### src/rtl/instr_loader.sv
// Byte-serial instruction memory loader: assembles little-endian byte quads into
// instructions, writes them to consecutive word addresses and tracks an XOR checksum.
`ifndef INSTR_LEN
`define INSTR_LEN 32
`endif

module instr_loader #(
  parameter int unsigned ADDR_WIDTH = 8,
  parameter int unsigned CNT_WIDTH  = ADDR_WIDTH + 1
) (
  input  logic                  clk,
  input  logic                  rst_n,
  input  logic                  start_i,
  input  logic [ADDR_WIDTH-1:0] base_addr_i,
  input  logic [CNT_WIDTH-1:0]  word_count_i,
  input  logic                  byte_valid_i,
  input  logic [7:0]            byte_data_i,
  output logic                  byte_ready_o,
  output logic                  imem_write_o,
  output logic [ADDR_WIDTH-1:0] imem_addr_o,
  output logic [`INSTR_LEN-1:0] imem_data_o,
  output logic                  busy_o,
  output logic                  done_o,
  output logic [CNT_WIDTH-1:0]  words_written_o,
  output logic [`INSTR_LEN-1:0] checksum_o
);

  typedef enum logic [1:0] {StIdle, StRecv, StWrite, StDone} state_e;

  state_e                  state_q;
  logic [ADDR_WIDTH-1:0]   addr_q;
  logic [CNT_WIDTH-1:0]    remaining_q;
  logic [1:0]              idx_q;
  logic [23:0]             asm_q;
  logic                    imem_write_q;
  logic [ADDR_WIDTH-1:0]   imem_addr_q;
  logic [`INSTR_LEN-1:0]   imem_data_q;
  logic                    done_q;
  logic [CNT_WIDTH-1:0]    words_q;
  logic [`INSTR_LEN-1:0]   checksum_q;

  always_ff @(posedge clk or negedge rst_n) begin
    if (!rst_n) begin
      state_q      <= StIdle;
      addr_q       <= '0;
      remaining_q  <= '0;
      idx_q        <= '0;
      asm_q        <= '0;
      imem_write_q <= 1'b0;
      imem_addr_q  <= '0;
      imem_data_q  <= '0;
      done_q       <= 1'b0;
      words_q      <= '0;
      checksum_q   <= '0;
    end else begin
      done_q       <= 1'b0;
      imem_write_q <= 1'b0;
      unique case (state_q)
        StIdle: begin
          if (start_i) begin
            addr_q      <= base_addr_i;
            remaining_q <= word_count_i;
            words_q     <= '0;
            checksum_q  <= '0;
            idx_q       <= '0;
            if (word_count_i == '0) begin
              state_q <= StDone;
              done_q  <= 1'b1;
            end else begin
              state_q <= StRecv;
            end
          end
        end
        StRecv: begin
          if (byte_valid_i) begin
            idx_q <= idx_q + 2'd1;
            if (idx_q == 2'd3) begin
              // Output registers are loaded here so the write strobe cycle sees them stable.
              imem_data_q  <= {byte_data_i, asm_q};
              imem_addr_q  <= addr_q;
              imem_write_q <= 1'b1;
              state_q      <= StWrite;
            end else begin
              asm_q[{idx_q, 3'b000} +: 8] <= byte_data_i;
            end
          end
        end
        StWrite: begin
          checksum_q  <= checksum_q ^ imem_data_q;
          words_q     <= words_q + CNT_WIDTH'(1);
          remaining_q <= remaining_q - CNT_WIDTH'(1);
          addr_q      <= addr_q + ADDR_WIDTH'(1);
          idx_q       <= '0;
          if (remaining_q == CNT_WIDTH'(1)) begin
            state_q <= StDone;
            done_q  <= 1'b1;
          end else begin
            state_q <= StRecv;
          end
        end
        StDone: state_q <= StIdle;
        default: state_q <= StIdle;
      endcase
    end
  end

  assign byte_ready_o    = (state_q == StRecv);
  assign busy_o          = (state_q != StIdle);
  assign imem_write_o    = imem_write_q;
  assign imem_addr_o     = imem_addr_q;
  assign imem_data_o     = imem_data_q;
  assign done_o          = done_q;
  assign words_written_o = words_q;
  assign checksum_o      = checksum_q;

endmodule

### config.mk
export PLATFORM = sky130hd
export DESIGN_NAME = instr_loader
export DESIGN_NICKNAME = d
export VERILOG_FILES = /design/src/rtl/instr_loader.sv
export SDC_FILE = /design/constraint.sdc
export NUM_CORES = 1
export LEC_CHECK = 0
export ABC_AREA = 1
export CORE_MARGIN = 5
export CORE_UTILIZATION = 40
export CTS_CLUSTER_DIAMETER = 50
export DETAILED_ROUTE_END_ITERATION = 10
export HOLD_SLACK_MARGIN = 0.15
export PLACE_DENSITY_LB_ADDON = 0.3
export SYNTH_ARGS = -nofsm -noshare
export SYNTH_HDL_FRONTEND = slang
export SYNTH_SLANG_ARGS = --single-unit
### constraint.sdc
create_clock -name clk -period 2.1 [get_ports clk]
set_clock_uncertainty 0.15 [all_clocks]
set_input_delay 0.42 -clock clk [delete_from_list [all_inputs] [get_ports clk]]
set_output_delay 0.42 -clock clk [all_outputs]
set_load 0.03 [all_outputs]
==> impl_metrics.json, run 1 <==
{
  "wl_met2_um": 6390,
  "period_minus_slack_ps": 2050,
  "timing.critical_path.to_type": "output port",
  "final_nets": 861,
  "min-delay-path-class": "reg -> reg",
  "max_cap_viol_count": 0,
  "crit_arrival_ps": 1480,
  "die-width_um": 131,
  "timing.critical_path.required_ps": 1530,
  "globalRouteOverflowTotal": 0,
  "tritoncts": "yes",
  "synth_nets": 741,
  "setup_tns_ps": 0,
  "post-route-drc-count": 0,
  "multi_input_gate_area_in_the_final_layout_sq_um": 2110,
  "crit_slowest_cell": "clkdlybuf4s50_1",
  "numClockSinks": 128,
  "critPathLaunchType": "flop",
  "r2r.worst_path.cells": 6,
  "avgRoutedWirePerCell_um": 14.1,
  "timing.critical_path.buf_inv": 1,
  "drt_first_pass_iters": 5,
  "timing.slew.headroom": 0.524,
  "avgViaCountPerCell": 4.87,
  "met3WireLength_um": 1140,
  "global_route.usage.total": 0.176,
  "timing.critical_path.depth": 1,
  "final-setup-viol-count": 0,
  "die_height_um": 131,
  "antenna_found_initial": 0,
  "cts_buffers": 17,
  "timing.critical_path.cells": "clkdlybuf4s50_1",
  "area.growth.synth_to_final_pct": 34.4,
  "route.top_layer_used": "met4",
  "finalHoldViolations": 0,
  "fp.coreArea_sq_um": 14500,
  "critical_path.max_fanout": 3,
  "timing_worst_slew_pin_value_ps": 714,
  "path_delay_family": "buffers and inverters",
  "rows": 44,
  "area_of_the_die_sq_um": 17200,
  "grt_setup_unrepaired": "no",
  "final_report_max_slew_violation_count": 0,
  "drt-initial-drc-count": 253,
  "asyncSetResetFlopFracSynth": 1.00,
  "combinational_family_with_the_most_area_after_synthesis": "simple AND/OR/NAND/NOR gates",
  "fillerInstances": 1366,
  "yosys-mux-area-fraction": 0,
  "setup.worst_path.class": "reg -> out",
  "min_delay_path_depth": 1,
  "number_of_synthesized_flops_with_an_enable_pin": 0,
  "clk-insertion-delay-late_ps": 420,
  "clkSlewWorstSetupHoldPaths_ps": 60,
  "ys_ff_latch": 128,
  "synth-warning-count": 0,
  "dr_total_vias": 4963,
  "sequential_cell_area_sq_um": 3200,
  "post_synth_fa_ha_maj_area_fraction": 0.0192,
  "post_syn_area_per_cell_sq_um": 8.34,
  "synth_cell_types": 27,
  "fmax_mhz": 487,
  "outcome": "finished, final reports clean",
  "clock_tree.buffer_depth": 2,
  "clk_root_buffer_cell": "clkbuf_16",
  "pin_count_of_the_biggest_net_entering_global_routing": 129,
  "postRouteAntennaNets": 0,
  "yosysSeqAreaShare": 0.546,
  "antenna-diode-count": 0,
  "routed_wirelength_um": 14300,
  "io_buffers": 113,
  "io_pins": 114,
  "start_util": 0.405,
  "via_count_of_the_first_global_routing_pass": 4712,
  "syn_area_sq_um": 5870,
  "final_layout_size_suffix_gt1_frac": 0.0635,
  "power_density_nw_per_um2": 1440,
  "h-tree-depth": 4,
  "ys.flop_type": "dfrtp_1",
  "report.power.total_mw": 11.4,
  "final_min_period_over_clock_period": 0.978,
  "postSynthCellCount": 703,
  "static_power_due_to_leakage_nw": 4.06,
  "wl_met1_um": 6580,
  "delay_of_the_slowest_critical_path_stage_ps": 690,
  "hpwl_um": 9980,
  "place.gp.congestion": 0.795,
  "post_synth_xor_area_fraction": 0.00149,
  "first_pass_grt_wire_length_um": 23500,
  "synth_compound_area_frac": 0.135,
  "area_fraction_in_and_or_nand_and_nor_cells_after_synthesis": 0.205,
  "power.ir.vdd_worst_v": 0.000622
}
cells in the mapped netlist (2+ instances only):
library cell	number	share of area
nand3_1	53	0.045
buf_4	5	0.0064
a21oi_1	67	0.057
o211ai_1	6	0.0077
nor2_8	2	0.0068
inv_2	2	0.0013
ha_1	9	0.019
dfrtp_1	128	0.55
nor2_1	68	0.044
buf_6	2	0.0038
nand2_1	142	0.091
o21a_1	2	0.0026
o21ai_1	36	0.031
o21ai_0	43	0.037
inv_1	101	0.065
buf_2	18	0.015
nand4_1	9	0.0096
power by group:
part           leakage, nW  switching [mW]  internal (mW)
combinational         2.05            2.66           1.58
sequential            1.70           0.626           3.32
clock                0.310            1.05           2.12
cell usage in the layout, fill, tap and decap left out, types with 9 or more instances in the layout:
cell type | netlist | layout
a21oi_1 | 67 | 67
buf_4 | 5 | 11
clkbuf_16 | 0 | 17
clkdlybuf4s50_1 | 0 | 80
dfrtp_1 | 128 | 128
dlygate4sd2_1 | 0 | 12
dlymetal6s2s_1 | 0 | 20
ha_1 | 9 | 9
inv_1 | 101 | 101
nand2_1 | 142 | 142
nand3_1 | 53 | 53
nand4_1 | 9 | 9
nor2_1 | 68 | 68
o21ai_0 | 43 | 43
o21ai_1 | 36 | 36
repair_timing:
item | CTS | global route
gates resized for setup | 12 | 20
setup endpoints to repair | 12 | 20
hold buffers | 1 | 0
hold endpoints to repair | 128 | 0
buffers inserted | 0 | 0
registers in the layout (all words and copies together), names as in the netlist:
name / flops
imem_data_o: 32
addr_q: 8
imem_write_o: 1
imem_addr_o: 8
idx_q: 2
asm_q: 24
checksum_o: 32
remaining_q: 9
words_written_o: 9
done_o: 1
state_q: 2
cell type report:
| cell class | count | share of cell area |
|---|---|---|
| Inverter | 105 | 0.0503 |
| Timing Repair Buffer | 127 | 0.166 |
| Sequential cell | 128 | 0.406 |
| Clock inverter | 11 | 0.0236 |
| Clock buffer | 20 | 0.0567 |
| Multi-Input combinational cell | 444 | 0.268 |
| Tap cell | 184 | 0.0292 |
metal layers:
metal | vias to the layer above | GRT usage
li1 | 2506 | -
met1 | 2294 | 0.244
met2 | 143 | 0.262
met3 | 20 | 0.0515
met4 | 0 | 0.0659
met5 | - | 0
cells by family after synthesis:
family / after synthesis
buffers and inverters: 131
AO/OA/AOI/OAI: 154
adder cells (fa/ha/maj): 9
XOR/XNOR: 1
flip-flops: 128
AND/OR/NAND/NOR: 280
worst paths after layout:
path,to,slack (ps),startpoint
min reg2reg,checksum_o[17],310,checksum_o[17]
min,checksum_o[17],310,checksum_o[17]
max reg2reg,asm_q[3],270,idx_q[1]
min in group asynchronous,checksum_o[4],490,rst_n
max,imem_data_o[10],50,imem_data_o[10]
max in group asynchronous,checksum_o[29],760,rst_n
through the flow:
step | utilization | setup slack [ps] | instances | instance area, sq um | hold slack [ps]
CTS | 0.541 | 0.00500 | 1019 | 7830 | 315
global placement | 0.498 | 179 | 987 | 7210 | 301
floorplan | - | 443 | 703 | 5870 | -25.6
detailed placement | 0.498 | 165 | 987 | 7210 | 309
global route | 0.545 | 0.395 | 1019 | 7880 | 330
finish | 0.545 | 45.3 | 1019 | 7880 | 310
Note: power is estimated with default switching activity, not from simulation.
==> inputs of run 2 (changes only) <==
CORE_UTILIZATION = 35   (was 40)
SETUP_SLACK_MARGIN = 0.2   (was not set)
==> run 2 against run 1 <==
Combinational power is 6.6% lower. Wire length up 1.4%. Global-route usage shrank 2.0 points. Critical endpoint is now imem_data_o[31].
==> impl_metrics.json, run 2 (synthesized netlist as in run 1, its figures left out) <==
{
  "post-route-drc-count": 0,
  "globalRouteOverflowTotal": 0,
  "io_pins": 114,
  "final_cell_mix": "nand2_1, dfrtp_1, inv_1, dlygate4sd2_1, nor2_1",
  "timing.critical_path.cells": "clkdlybuf4s15_1",
  "final_report_max_slew_violation_count": 0,
  "routed_wirelength_um": 14500,
  "antenna-diode-count": 0,
  "timing.slew.headroom": 0.681,
  "area.growth.synth_to_final_pct": 32.5,
  "final-setup-viol-count": 0,
  "pin_count_of_the_biggest_net_entering_global_routing": 65,
  "delay_of_the_slowest_critical_path_stage_ps": 450,
  "critPathLaunchType": "flop",
  "global_route.usage.total": 0.156,
  "power.ir.vdd_worst_v": 0.000814,
  "drt_first_pass_iters": 4,
  "fp.coreArea_sq_um": 16500,
  "die_height_um": 139,
  "final_min_period_over_clock_period": 0.877,
  "setup_tns_ps": 0,
  "h-tree-depth": 4,
  "place.gp.congestion": 0.868,
  "final_core_util": 0.470,
  "most_frequent_standard_cell_in_the_layout_excluding_fill_and_tap_cells": "nand2_1",
  "crit_arrival_ps": 1270,
  "timing.critical_path.required_ps": 1530,
  "max_cap_viol_count": 0,
  "clk-insertion-delay-late_ps": 420,
  "fillerInstances": 1648,
  "crit_slowest_cell": "dfrtp_1",
  "final_nets": 866,
  "period_minus_slack_ps": 1840,
  "postRouteAntennaNets": 0,
  "power_density_nw_per_um2": 1390,
  "dr_total_vias": 4924,
  "min-delay-path-class": "reg -> reg",
  "outcome": "finished, final reports clean",
  "finalHoldViolations": 0,
  "clkSlewWorstSetupHoldPaths_ps": 60,
  "avgRoutedWirePerCell_um": 13.7,
  "first_pass_grt_wire_length_um": 24400,
  "grt_setup_unrepaired": "no",
  "tritoncts": "yes",
  "final_layout_size_suffix_gt1_frac": 0.0774,
  "start_util": 0.355,
  "timing_worst_slew_pin_value_ps": 479,
  "avgViaCountPerCell": 4.65,
  "hpwl_um": 10600,
  "die-width_um": 139,
  "area_of_the_die_sq_um": 19400,
  "timing.critical_path.buf_inv": 1,
  "fmax_mhz": 543,
  "clock_tree.buffer_depth": 2,
  "cts_buffers": 17,
  "sequential_cell_area_sq_um": 3200,
  "drt-initial-drc-count": 243,
  "rows": 47,
  "layout.cells.non_filler": 1060,
  "io_buffers": 113,
  "clk_root_buffer_cell": "clkbuf_16",
  "multi_input_gate_area_in_the_final_layout_sq_um": 2120,
  "numClockSinks": 128,
  "antenna_found_initial": 0,
  "setup.worst_path.class": "reg -> out",
  "static_power_due_to_leakage_nw": 4.00,
  "timing.critical_path.to_type": "output port",
  "path_delay_family": "flip-flops",
  "dp_cells": 1027,
  "critical_path.max_fanout": 3,
  "via_count_of_the_first_global_routing_pass": 4762
}
-- run 2: cell count changes in the layout (fill, tap and decap cells not counted), moves of 2 or more --
cell and delta:
dlymetal6s2s_1 -20, clkinvlp_4 +4, clkdlybuf4s50_1 -53, clkdlybuf4s15_1 +3, buf_4 +4, bufinv_16 -3, clkbuf_2 +2, dlygate4sd2_1 +67
clkinv_4 +2
-- run 2: where the power goes --
part,switching [mW],total [mW],internal [mW],leakage (nW)
logic,2.63,3.95,1.31,2.03
registers,0.637,3.96,3.32,1.70
clock network,1.13,2.87,1.74,0.269
total,4.40,10.8,6.37,4.00
-- run 2: what timing repair did --
action | in CTS | in global routing
hold buffers | 1 | 0
endpoints found under the hold margin | 45 | 0
setup buffers | 0 | 1
setup endpoints to repair | 85 | 18
gates resized for setup | 88 | 8
-- run 2: final cells by class --
cell class | count | share of cell area
clock buffers | 18 | 0.0552
inverters | 105 | 0.0515
clock inverters | 13 | 0.0180
multi-input cells | 444 | 0.272
repair buffers | 132 | 0.155
flip-flops and latches | 128 | 0.412
well taps | 220 | 0.0354
-- run 2: per-layer routing --
layer	GRT usage	vias to the layer above	wire length, um
li1	-	2515	-
met1	0.210	2265	6730
met2	0.242	128	6650
met3	0.0532	16	985
met4	0.0433	0	172
met5	0	-	0
-- run 2: final timing paths --
check / from / endpoint / slack (ps) / cells after the start
worst max-delay path: imem_data_o[31] / imem_data_o[31] / 260 / 1
worst min-delay path: checksum_o[10] / checksum_o[10] / 310 / 1
max in group asynchronous: rst_n / asm_q[10] / 840 / 3
min in group asynchronous: rst_n / imem_data_o[21] / 360 / 2
worst min register to register: checksum_o[10] / checksum_o[10] / 310 / 1
worst max register to register: idx_q[0] / asm_q[2] / 410 / 8
-- run 2: worst register-to-register path: cells and delay by family, from the launching register on --
kind	cells	cell delay (ps)
AO/OA/AOI/OAI	1	160
flip-flops	1	430
AND/OR/NAND/NOR	3	190
buffers and inverters	3	330
adder cells (fa/ha/maj)	1	350
-- run 2: metrics by stage --
step / setup slack, ps / hold WS (ps) / cell area, sq um / power (mW)
global placement: 134 / 258 / 7290 / 8.26
global route: 207 / 326 / 7770 / 11.5
CTS: 50.5 / 311 / 7770 / 10.9
floorplan: 443 / -25.6 / 5870 / 6.60
finish: 258 / 307 / 7770 / 10.8
detailed placement: 30.4 / 259 / 7290 / 8.33
